### config.mk
export PLATFORM = sky130hd
export DESIGN_NAME = rr_arbiter_wrr
export DESIGN_NICKNAME = d
export VERILOG_FILES = /design/src/rtl/rr_pkg.sv /design/src/rtl/rr_priority_pick.sv /design/src/rtl/rr_arbiter_wrr.sv
export SDC_FILE = /design/constraint.sdc
export NUM_CORES = 1
export LEC_CHECK = 0
export BUFFER_PORTS_ARGS = -buffer_cell sky130_fd_sc_hd__buf_2
export CAP_MARGIN = 25
export CELL_PAD_IN_SITES_DETAIL_PLACEMENT = 0
export CELL_PAD_IN_SITES_GLOBAL_PLACEMENT = 1
export CORE_ASPECT_RATIO = 0.75
export CORE_MARGIN = 3
export CORE_UTILIZATION = 30
export DETAILED_ROUTE_END_ITERATION = 10
export PLACE_DENSITY = 0.77
export SLEW_MARGIN = 20
export SYNTH_ARGS = -nofsm -noshare
export SYNTH_HDL_FRONTEND = slang
export SYNTH_SLANG_ARGS = --single-unit
### constraint.sdc
create_clock -name clk -period 9.5 [get_ports clk]
set_clock_uncertainty 0.1 [all_clocks]
set_input_delay 0.95 -clock clk [delete_from_list [all_inputs] [get_ports clk]]
set_output_delay 0.95 -clock clk [all_outputs]
set_load 0.01 [all_outputs]
### src/rtl/rr_pkg.sv
// Shared constants and helpers for the weighted round-robin arbiter.
// Holds mode encodings, default geometry and a constant clog2.
package rr_pkg;

  localparam logic RR_PLAIN    = 1'b0;
  localparam logic RR_WEIGHTED = 1'b1;

  localparam int DEF_NUM_CH   = 4;
  localparam int DEF_DATA_W   = 10;
  localparam int DEF_WEIGHT_W = 3;

  function automatic int clog2(input int n);
    int r;
    r = 0;
    while ((1 << r) < n) r++;
    return (r < 1) ? 1 : r;
  endfunction

endpackage

### src/rtl/rr_priority_pick.sv
// Rotating priority encoder: first set req bit at start, start+1, ... mod NUM_CH.
// Latency: combinational; backpressure: none (pure function of its inputs).
module rr_priority_pick #(
  parameter int NUM_CH = 4,
  parameter int ID_W   = 2
) (
  input  logic [NUM_CH-1:0] req,
  input  logic [ID_W-1:0]   start,
  output logic              any,
  output logic [ID_W-1:0]   idx
);

  int              c;
  logic [ID_W-1:0] cand;

  // Walk farthest-to-nearest so the last hit is the one closest to start.
  always_comb begin
    any  = |req;
    idx  = '0;
    c    = 0;
    cand = '0;
    for (int k = NUM_CH - 1; k >= 0; k--) begin
      c = int'(start) + k;
      if (c >= NUM_CH) c = c - NUM_CH;
      cand = ID_W'(c);
      if (req[cand]) idx = cand;
    end
  end

endmodule

### src/rtl/rr_arbiter_wrr.sv
// Weighted round-robin drain of NUM_CH FWFT FIFOs into one stream; pop is same-cycle,
// data_out/pop_id/valid one cycle later. Backpressure: out_full blocks the grant, turn held.
module rr_arbiter_wrr
  import rr_pkg::*;
#(
  parameter int NUM_CH   = DEF_NUM_CH,
  parameter int DATA_W   = DEF_DATA_W,
  parameter int ID_W     = clog2(NUM_CH),
  parameter int WEIGHT_W = DEF_WEIGHT_W
) (
  input  logic                       clk,
  input  logic                       reset,
  input  logic [NUM_CH-1:0]          empty,
  input  logic [NUM_CH*DATA_W-1:0]   fifo_data,
  input  logic [NUM_CH*WEIGHT_W-1:0] weight,
  input  logic                       mode,
  input  logic                       out_full,
  output logic [NUM_CH-1:0]          pop,
  output logic [DATA_W-1:0]          data_out,
  output logic                       valid,
  output logic [ID_W-1:0]            pop_id
);

  logic [ID_W-1:0]     cur;
  logic [WEIGHT_W-1:0] credit;
  logic                first;
  logic                stay;
  logic                any;
  logic                grant_ok;
  logic [ID_W-1:0]     start;
  logic [ID_W-1:0]     pick_idx;
  logic [ID_W-1:0]     g;
  logic [WEIGHT_W-1:0] w_sel;
  logic [WEIGHT_W-1:0] eff_w;
  logic [DATA_W-1:0]   data_sel;

  assign stay = (credit != '0) && !empty[cur];

  // Until the first grant after reset the search starts at channel 0 rather than cur+1.
  always_comb begin
    if (first || cur == ID_W'(NUM_CH - 1)) start = '0;
    else                                  start = cur + ID_W'(1);
  end

  rr_priority_pick #(
    .NUM_CH (NUM_CH),
    .ID_W   (ID_W)
  ) u_pick (
    .req   (~empty),
    .start (start),
    .any   (any),
    .idx   (pick_idx)
  );

  assign grant_ok = !reset && !out_full && any;
  assign g        = stay ? cur : pick_idx;

  always_comb begin
    pop      = '0;
    data_sel = '0;
    w_sel    = '0;
    for (int i = 0; i < NUM_CH; i++) begin
      if (g == ID_W'(i)) begin
        pop[i]   = grant_ok;
        data_sel = fifo_data[i*DATA_W +: DATA_W];
        w_sel    = weight[i*WEIGHT_W +: WEIGHT_W];
      end
    end
  end

  assign eff_w = (mode == RR_WEIGHTED && w_sel != '0) ? w_sel : WEIGHT_W'(1);

  always_ff @(posedge clk) begin
    if (reset) begin
      cur      <= '0;
      credit   <= '0;
      first    <= 1'b1;
      valid    <= 1'b0;
      data_out <= '0;
      pop_id   <= '0;
    end else if (grant_ok) begin
      first    <= 1'b0;
      valid    <= 1'b1;
      data_out <= data_sel;
      pop_id   <= g;
      if (stay) begin
        credit <= credit - WEIGHT_W'(1);
      end else begin
        cur    <= g;
        credit <= eff_w - WEIGHT_W'(1);
      end
    end else begin
      valid <= 1'b0;
    end
  end

endmodule

# Yosys cells after proc, flatten, opt, wreduce, memory -nomap -nowiden
# Index checks and enable logic that the tools add are counted.
# totals
register_bits	19
input_bits	60
output_inout_bits	17
wordCells	79
# classes
add_sub_neg	10
n_lt_le_gt_ge	9
n_eq_ne	4
mux	35
bitwise_logic	2
reduce_logical	13
# op_table
cell	n
$mux 10	4
$mux 2	10
$mux 3	6
$lt 2x3->1 const B	5
$bmux 1 s2	5
$mux 1	10
$ge 3x3->1 const B	3
$sub 2x1->2 const B	4
$add 2x2->3 const B	2
$eq 2x2->1 const B	3
$reduce_bool 3->1	2
$sub 3x1->3 const B	2
$logic_and 1x1->1	4
$not 4->4	1
$reduce_or 4->1	1
$add 2x1->3 const B	1
$ge 2x3->1 const B	1
$logic_not 1->1	3
$add 2x1->2 const B	1
$eq 2x1->1 const B	1
$logic_not 2->1	1
$reduce_and 2->1	1
$logic_or 1x1->1	1
$not 1->1	1

# Longest topological paths before layout
# Gate-level depths: netlist of run 1.
# logic_depth
word_depth	23
ltp_mapped	14
mapped_depth_nobuf	12

# Hierarchy
# Synthesis of run 1 repeated with hierarchy kept, for this count alone.
# unflattened
cells_unflattened	166
hier_area_um2	1335.0
# modules_own_cells
mod	n_inst	cells_per_inst	area_each_um2	seq_area_each_um2
rr_arbiter_wrr	1	153	1257.5	380.4
rr_priority_pick	1	13	77.6	0.0

# Least setup slack after synthesis of run 1
# No wires, ideal clock.
# synth_path
path_type	input port to flip-flop
from	input empty[1]
to	register credit[2]
setup_time_ps	79
arrival_time_ps	3421
required_ps	9321
setup_slack_ps	5900
stages	11
n_path_buf	0
cell_sequence	or4b_4 o221ai_2 a32oi_2 a31o_2 a211oi_1 o2bb2ai_1 o22ai_1 ha_1 nor2_1 or4b_1 o211ai_1
# synth_between
elab_chain_len	18
word_cells_on_any_way	33
classes_between	add/sub: 1; eq/ne: 3; mux: 21; bitwise: 1; reduce/logical: 7
# synth_lines
item	line_no	text
start: declaration	rr_arbiter_wrr.sv:13	input logic [NUM_CH-1:0] empty,
$not 4->4	rr_arbiter_wrr.sv:49	.req (~empty),
$bmux 1 s2	rr_priority_pick.sv:26	if (req[cand]) idx = cand;
$mux 1 (not written as such)	rr_priority_pick.sv:26	
$mux 2 (4 in series)	rr_priority_pick.sv:26	
$mux 2	rr_arbiter_wrr.sv:56	assign g = stay ? cur : pick_idx;
$logic_not 2->1	rr_arbiter_wrr.sv:63	if (g == ID_W'(i)) begin
$mux 3 (4 in series)	rr_arbiter_wrr.sv:63	
$reduce_bool 3->1	rr_arbiter_wrr.sv:71	assign eff_w = (mode == RR_WEIGHTED && w_sel != '0) ? w_sel : WEIGHT_W'(1);
$logic_and 1x1->1	rr_arbiter_wrr.sv:71	
$mux 3	rr_arbiter_wrr.sv:71	
$sub 3x1->3	rr_arbiter_wrr.sv:90	credit <= eff_w - WEIGHT_W'(1);
$mux 3	rr_arbiter_wrr.sv:86	if (stay) begin
end signal: assignment	rr_arbiter_wrr.sv:87	credit <= credit - WEIGHT_W'(1);
end signal: assignment	rr_arbiter_wrr.sv:90	
end: declaration	rr_arbiter_wrr.sv:25	logic [WEIGHT_W-1:0] credit;
# Parallel ways exist; a longest one is shown, timed or not. The select of a mux whose other input is x is not followed.
# A chain may end at the register's enable or synchronous reset.

# Final worst setup path of run 1
# layout_path
from	register cur[0]
to	register credit[2]
# layout_between
elab_chain_len	23
word_cells_on_any_way	49
classes_between	add/sub: 9; order compare: 4; eq/ne: 4; mux: 26; reduce/logical: 6
# layout_lines
item	line_no	text
start: declaration	rr_arbiter_wrr.sv:24	logic [ID_W-1:0] cur;
start signal: assignment	rr_arbiter_wrr.sv:89	cur <= g;
parallel branches: the longest is 22 deep, another holds $add 2x2->3	n/a	
$mux 3 *	rr_arbiter_wrr.sv:86	
# Mark *: on every way between the ends. The select of a mux whose other input is x is not followed.

==> summary.md, run 1 <==
| Metric | Value |
|---|---|
| Status | `completed` |
| Global Route Usage Sum | `0.134` |
| CP Class | `flip-flop to flip-flop` |
| Die width | `90.7 um` |
| Drt via density | `4.86` |
| First-pass GRT wire length | `7.07 mm` |
| Period minus WS final | `between 4 and 5 ns` |
| Layout Cells excl Fill | `between 300 and 400` |
| Final Cycle Share | `0.438` |
| Cell Chain, Critical Path | `ha_1, or4b_4, o221ai_2, a32oi_2, a31oi_4, buf_4, mux2i_1, o2bb2ai_1, o22ai_1, ha_1, nor2_1, or4b_1, o211ai_1` |
| FF+latch area | `roughly 380 um^2` |
| DR vias | `1575` |
| Max Cap Viol | `0` |
| P&R area growth vs syn | `28.4%` |
| DRT iter0 DRCs | `67` |
| Share of cells above drive strength 1 | `0.460` |
| Clk_lat worst skew | `between 0.2 and 0.3 ns` |
| Post-CTS Repair Setup Buffers | `0` |
| CP startpoint kind | `flip-flop` |
| Dpl cell area | `around 0.0020 mm^2` |
| Largest net degree at the start of global routing | `32` |
| Final setup fails | `0` |
| Critical Path RT | `9.58 ns` |
| GPL Wtd Cong | `0.876` |
| Post-synthesis sequential area ratio | `0.235` |
| Fill cell total of the finished layout | `512` |
| H-tree depth | `1` |
| CTS Hold Bufs | `0` |
| Crit-path most repeated cell | `ha_1` |
| Clk sinks | `19` |
| CP Depth | `13` |
| R2R cell count | `13` |
| Max FO, Critical Path | `25` |
| Warning count from the yosys run | `0` |
| Delay-heaviest family, CP | `simple AND/OR/NAND/NOR gates` |
| First-pass DRT Iterations | `4` |
| Worst path bufs/invs | `1` |
| Io pins | `77` |
| Starting Density | `0.321` |
| Dpl cells | `320` |
| Hold WS | `roughly 0.37 ns` |
| Final net count | `315` |
| ANT nets after route | `0` |
| Final hold vios | `0` |
| Number of gates resized after cts | `0` |
| Pwr Density | `167 mW/mm^2` |
| Final instance area | `0.00207 mm^2` |
| Worst-Margin Slew | `between 0.7 and 0.8 ns` |
| Synthesized Nets | `241` |
| Cell count after synthesis | `about 180` |
| Yosys reg bits | `19` |
| Nature of the critical path endpoint | `flip-flop` |
| Die Span Y | `about 70 um` |
| Vias in the first global route | `about 1500` |
| Total routed wirelength | `approximately 4.3 mm` |
| Slew HR | `0.481` |
| Pre-CTS WS | `5.18 ns` |
| Max incr delay on CP | `0.71 ns` |
| I/O Buffers | `76` |
| CTS tree | `yes` |
| Total grt overflow | `0` |
| Fmax achieved | `240 MHz` |
| Die Area | `around 0.0063 mm^2` |
| Critical-path top delay cell | `dfxtp_1` |
| Hold crit path type | `flip-flop to flip-flop` |
| Drt drc | `0` |
| HPWL Detailed | `approximately 3.3 mm` |
| Clk root buf | `clkbuf_8` |
| Critical Path AT | `4.23 ns` |
| Reg clk slew, reported paths | `around 0.080 ns` |
| Final Slew Violations | `0` |
| RSZ-0062 raised after global routing | `no` |
| Post-layout power | `around 0.35 mW` |
| Hold Path Cell Cnt | `2` |
| Multi-input gate area | `between 0.001 and 0.0015 mm^2` |
| Maximum VDD drop | `between 0.00006 and 0.00007 V` |
| Clock tree buffer depth | `2` |
| Synthesized cell area | `~0.0016 mm^2` |
| Area of the core | `0.00504 mm^2` |
| Drt wl/cell | `around 13 um` |
| CTS buffer count | `3` |
| Ant diodes | `0` |
| Initial antenna violation count | `0` |
| Synth unique cells | `50` |
| Fin util | `0.412` |
| Post-Route Setup TNS | `0 ns` |
| Leakage Power | `between 0.9 and 1 nW` |
| Avg Synthesized Cell Area | `about 9.0 um^2` |
| FP Rows | `22` |
| Final worst slack | `5.34 ns` |
[final timing paths]
check                           slack (ns)              startpoint                      to
worst max-delay path                  5.34     cur[0]$_SDFFE_PP0P_  credit[2]$_SDFFE_PP0P_
worst min-delay path                  0.37  pop_id[0]$_SDFFE_PP0P_  pop_id[0]$_SDFFE_PP0P_
worst max register to register        5.34     cur[0]$_SDFFE_PP0P_  credit[2]$_SDFFE_PP0P_
worst min register to register        0.37  pop_id[0]$_SDFFE_PP0P_  pop_id[0]$_SDFFE_PP0P_
[layer usage]
layer,up-vias,track usage,wire (um)
met5,-,0,0
met1,691,0.183,2140
li1,823,-,-
met2,59,0.200,1740
met4,0,0.0255,17
met3,2,0.0521,391
[sequential cells by signal, indices dropped and copies added, names as in the netlist]
signal,flops
data_out,10
credit,3
cur,2
pop_id,2
first,1
valid,1
[layout by cell type, fill, tap and decap left out, types with 2 or more instances in the layout]
| master | n |
|---|---|
| nor3_1 | 9 |
| buf_4 | 3 |
| nor2_1 | 17 |
| nand2_1 | 8 |
| nand2b_1 | 2 |
| a31o_2 | 2 |
| inv_1 | 3 |
| a21oi_1 | 5 |
| buf_2 | 76 |
| clkbuf_8 | 3 |
| nor2b_1 | 2 |
| a311oi_1 | 2 |
| ha_1 | 2 |
| mux2i_1 | 26 |
| a22oi_1 | 2 |
| nand3b_1 | 10 |
| a211oi_1 | 6 |
| mux2_2 | 10 |
| o21ai_0 | 7 |
| o21ai_2 | 10 |
| dfxtp_1 | 19 |
| nand3_1 | 2 |
[cells in the mapped netlist, drive strengths merged]
cell type / n / share of area
or4b: 2 / 0.015
inv: 3 / 0.0070
nor3: 9 / 0.028
o21ai: 17 / 0.076
o21bai: 1 / 0.0046
a31oi: 1 / 0.013
mux4: 1 / 0.014
a211oi: 6 / 0.028
a311o: 1 / 0.0062
or2: 2 / 0.0078
dfxtp: 19 / 0.24
o22ai: 1 / 0.0039
nand4: 1 / 0.0039
o211ai: 1 / 0.0046
a22oi: 2 / 0.0093
nand3b: 10 / 0.046
ha: 2 / 0.015
a21o: 1 / 0.0046
o221ai: 1 / 0.0093
mux2: 10 / 0.070
buf: 5 / 0.038
a32o: 1 / 0.0070
nor4b: 1 / 0.0054
nor2: 19 / 0.056
a31o: 2 / 0.011
o21a: 1 / 0.0046
and2: 2 / 0.0085
a311oi: 2 / 0.011
nor2b: 2 / 0.0077
mux2i: 26 / 0.16
o31ai: 1 / 0.0046
nand2: 8 / 0.019
a32oi: 1 / 0.010
nand3: 2 / 0.0062
clkbuf: 5 / 0.012
clkinv: 1 / 0.0023
o2bb2ai: 1 / 0.0054
nand2b: 2 / 0.0077
a21oi: 6 / 0.021
[worst min-delay path: stages (launching register included)]
cell     delay (ns)
dfxtp_1        0.32
nand2_1        0.05
a21oi_1        0.06
[report_power, final]
group | switching (mW) | internal (mW) | total [mW]
Clock | 0.0270 | 0.0291 | 0.0561
Combinational | 0.0972 | 0.0900 | 0.187
Sequential | 0.00979 | 0.0921 | 0.102
Total | 0.134 | 0.211 | 0.345
[area by class of cell]
| type | count | area share |
|---|---|---|
| Multi-Input combinational cell | 146 | 0.549 |
| Timing Repair Buffer | 79 | 0.194 |
| Sequential cell | 19 | 0.183 |
| Tap cell | 72 | 0.0435 |
| Clock buffer | 3 | 0.0199 |
| Inverter | 4 | 0.00724 |
| Clock inverter | 1 | 0.00241 |
[logic make-up after synthesis]
group	Yosys count	synth area share
AOI/OAI and AO/OA	47	0.234
adders and majority gates	2	0.0155
buffers and inverters	14	0.0596
DFF	19	0.235
muxes	37	0.245
and+or+nand+nor	60	0.211
(Power assumes the default switching activity.)
==> run 2: changes to the inputs <==
- clock period: 9.5 -> 4.2 ns (I/O delays scaled with it)
==> run 2 against run 1 <==
Global-route usage grew 0.17 points. Highest routed layer unchanged. Maximum frequency grew 10%. Wire length grew 0.33%. Sequential share of layout area shrank 0.12 points. Total power grew 130%. Design area grew 0.66%. Sequential power grew 120%. Largest cell class unchanged. Final cell count grew 0.62%.
==> summary.md, run 2 (synthesis gave the netlist of run 1 again) <==
| Metric | Value |
|---|---|
| Initial antenna violation count | `0 (unchanged)` |
| Final instance area | `0.00209 mm^2 (was 0.00207 mm^2)` |
| DR vias | `1609 (was 1575)` |
| Reg clk slew, reported paths | `0.07 ns (was 0.08 ns)` |
| Status | `completed (unchanged)` |
| Post-CTS Repair Setup Buffers | `0 (unchanged)` |
| Vias in the first global route | `1482 (was 1511)` |
| Number of gates resized after cts | `0 (unchanged)` |
| H-tree depth | `1 (unchanged)` |
| Register with the most flip-flops | `data_out (unchanged)` |
| Global Route Usage Sum | `0.135 (was 0.134)` |
| CTS tree | `yes (unchanged)` |
| Top sig layer | `met4 (unchanged)` |
| Drt via density | `4.94 (was 4.86)` |
| Largest net degree at the start of global routing | `32 (unchanged)` |
| CTS buffer count | `3 (unchanged)` |
| DRT iter0 DRCs | `107 (was 67)` |
| Ant diodes | `0 (unchanged)` |
| Drt wl/cell | `13.2 um (about the same)` |
| Worst-Margin Slew | `0.781 ns (was 0.778 ns)` |
| Area of the core | `0.00504 mm^2 (unchanged)` |
| Die Area | `0.00631 mm^2 (unchanged)` |
| Die width | `90.7 um (unchanged)` |
| Clock tree buffer depth | `2 (unchanged)` |
| CP Class | `flip-flop to flip-flop (unchanged)` |
| Dpl cells | `322 (was 320)` |
| Fmax achieved | `266 MHz (was 240 MHz)` |
| Biggest regs | `data_out: 10 flops, credit: 3 flops (unchanged)` |
| Hold crit path type | `flip-flop to flip-flop (unchanged)` |
| Die Span Y | `69.5 um (unchanged)` |
| Final Slew Violations | `0 (unchanged)` |
| Post-layout power | `0.784 mW (was 0.345 mW)` |
| Most common cell after layout, fill and taps aside | `buf_2 (unchanged)` |
| Max Cap Viol | `0 (unchanged)` |
| Drt drc | `0 (unchanged)` |
| Starting Density | `0.321 (unchanged)` |
| Critical Path RT | `4.28 ns (was 9.58 ns)` |
| Final net count | `317 (was 315)` |
| Dpl cell area | `0.00204 mm^2 (was 0.00203 mm^2)` |
| Maximum VDD drop | `0.000168 V (was 0.0000601 V)` |
| WL met2 | `1.81 mm (was 1.74 mm)` |
| Max FO, Critical Path | `12 (was 25)` |
| Fin util | `0.414 (was 0.412)` |
| Final hold vios | `0 (unchanged)` |
| Clk root buf | `clkbuf_8 (unchanged)` |
| Worst r2r src | `cur[0]$_SDFFE_PP0P_ (unchanged)` |
| R2R cell count | `12 (was 13)` |
| Slew HR | `0.479 (was 0.481)` |
| P&R area growth vs syn | `29.2% (was 28.4%)` |
| FP Rows | `22 (unchanged)` |
| Final Cycle Share | `0.896 (was 0.438)` |
| Critical Path End | `credit[2]$_SDFFE_PP0P_ (unchanged)` |
| Pwr Density | `375 mW/mm^2 (was 167 mW/mm^2)` |
| Total routed wirelength | `4.30 mm (was 4.29 mm)` |
| I/O Buffers | `76 (unchanged)` |
| First-pass GRT wire length | `7.07 mm (about the same)` |
| Fill cell total of the finished layout | `525 (was 512)` |
| Nature of the critical path endpoint | `flip-flop (unchanged)` |
| Leakage Power | `0.940 nW (was 0.933 nW)` |
| Share of cells above drive strength 1 | `0.461 (was 0.460)` |
| Met1 wire length | `2.12 mm (was 2.14 mm)` |
| Pre-CTS WS | `0.477 ns (was 5.18 ns)` |
| Post-Route Setup TNS | `0 ns (unchanged)` |
| Clk_lat worst skew | `0.25 ns (about the same)` |
| Max FFs per register | `10 (unchanged)` |
| HPWL Detailed | `3.39 mm (was 3.28 mm)` |
| ANT nets after route | `0 (unchanged)` |
| Critical Path AT | `3.84 ns (was 4.23 ns)` |
| Commonest cells after routing, fill and taps aside | `buf_2, mux2i_1, dfxtp_1, nor2_1 (unchanged)` |
| Total grt overflow | `0 (unchanged)` |
| Period minus WS final | `3.76 ns (was 4.16 ns)` |
| Met3 WL | `344 um (was 391 um)` |
| Critical path startpoint | `cur[0]$_SDFFE_PP0P_ (unchanged)` |
| RSZ-0062 raised after global routing | `no (unchanged)` |
| Io pins | `77 (unchanged)` |
| GPL Wtd Cong | `0.828 (was 0.876)` |
| Layout Cells excl Fill | `326 (was 324)` |
| CTS Hold Bufs | `0 (unchanged)` |
| Multi-input gate area | `0.00114 mm^2 (unchanged)` |
| R2R setup slack | `0.44 ns (was 5.34 ns)` |
| RR Endpoint | `credit[2]$_SDFFE_PP0P_ (unchanged)` |
| Final setup fails | `0 (unchanged)` |
| First-pass DRT Iterations | `4 (unchanged)` |
| Hold WS | `0.361 ns (was 0.370 ns)` |
| FF+latch area | `380 um^2 (unchanged)` |
| Clk sinks | `19 (unchanged)` |
| Final worst slack | `0.436 ns (was 5.34 ns)` |
| CP startpoint kind | `flip-flop (unchanged)` |
## run 2: changes by cell type in the layout (fill, tap and decap cells not counted)
cell and delta:
buf_4 +2, clkbuf_1 +1, clkinv_2 -1
## run 2: worst min path at each step
stage,startpoint,end,depth (start not counted)
after global placement,pop_id[0]$_SDFFE_PP0P_,pop_id[0]$_SDFFE_PP0P_,2
after detailed placement,pop_id[0]$_SDFFE_PP0P_,pop_id[0]$_SDFFE_PP0P_,2
after CTS,pop_id[0]$_SDFFE_PP0P_,pop_id[0]$_SDFFE_PP0P_,2
after global routing,pop_id[0]$_SDFFE_PP0P_,pop_id[0]$_SDFFE_PP0P_,2
final,pop_id[0]$_SDFFE_PP0P_,pop_id[0]$_SDFFE_PP0P_,2
after floorplan,pop_id[0]$_SDFFE_PP0P_,pop_id[0]$_SDFFE_PP0P_,2
## run 2: cell type report
| cell class | instances | share of cell area |
|---|---|---|
| Multi-Input combinational cell | 146 | 0.546 |
| Timing Repair Buffer | 81 | 0.200 |
| Sequential cell | 19 | 0.182 |
| Tap cell | 72 | 0.0432 |
| Clock buffer | 4 | 0.0216 |
| Inverter | 4 | 0.00719 |
## run 2: worst max-delay path, cell delays in order (launching register included)
cell	delay, ns
dfxtp_1	0.42
ha_1	0.48
or4b_4	0.50
o221ai_2	0.17
a32oi_2	0.13
a31o_2	0.34
a211oi_1	0.38
o2bb2ai_1	0.20
o22ai_1	0.10
ha_1	0.25
nor2_1	0.10
or4b_1	0.44
o211ai_1	0.09
## run 2: metal layers
layer,up-vias,GRT usage
li1,825,-
met1,728,0.186
met2,52,0.203
met3,4,0.0456
met4,0,0.0323
met5,-,0
## run 2: power breakdown
| part | internal (mW) | leakage (nW) | switching (mW) |
|---|---|---|---|
| registers | 0.209 | 0.157 | 0.0203 |
| clock network | 0.0674 | 0.0228 | 0.0574 |
| logic | 0.208 | 0.760 | 0.222 |
| total | 0.483 | 0.940 | 0.300 |
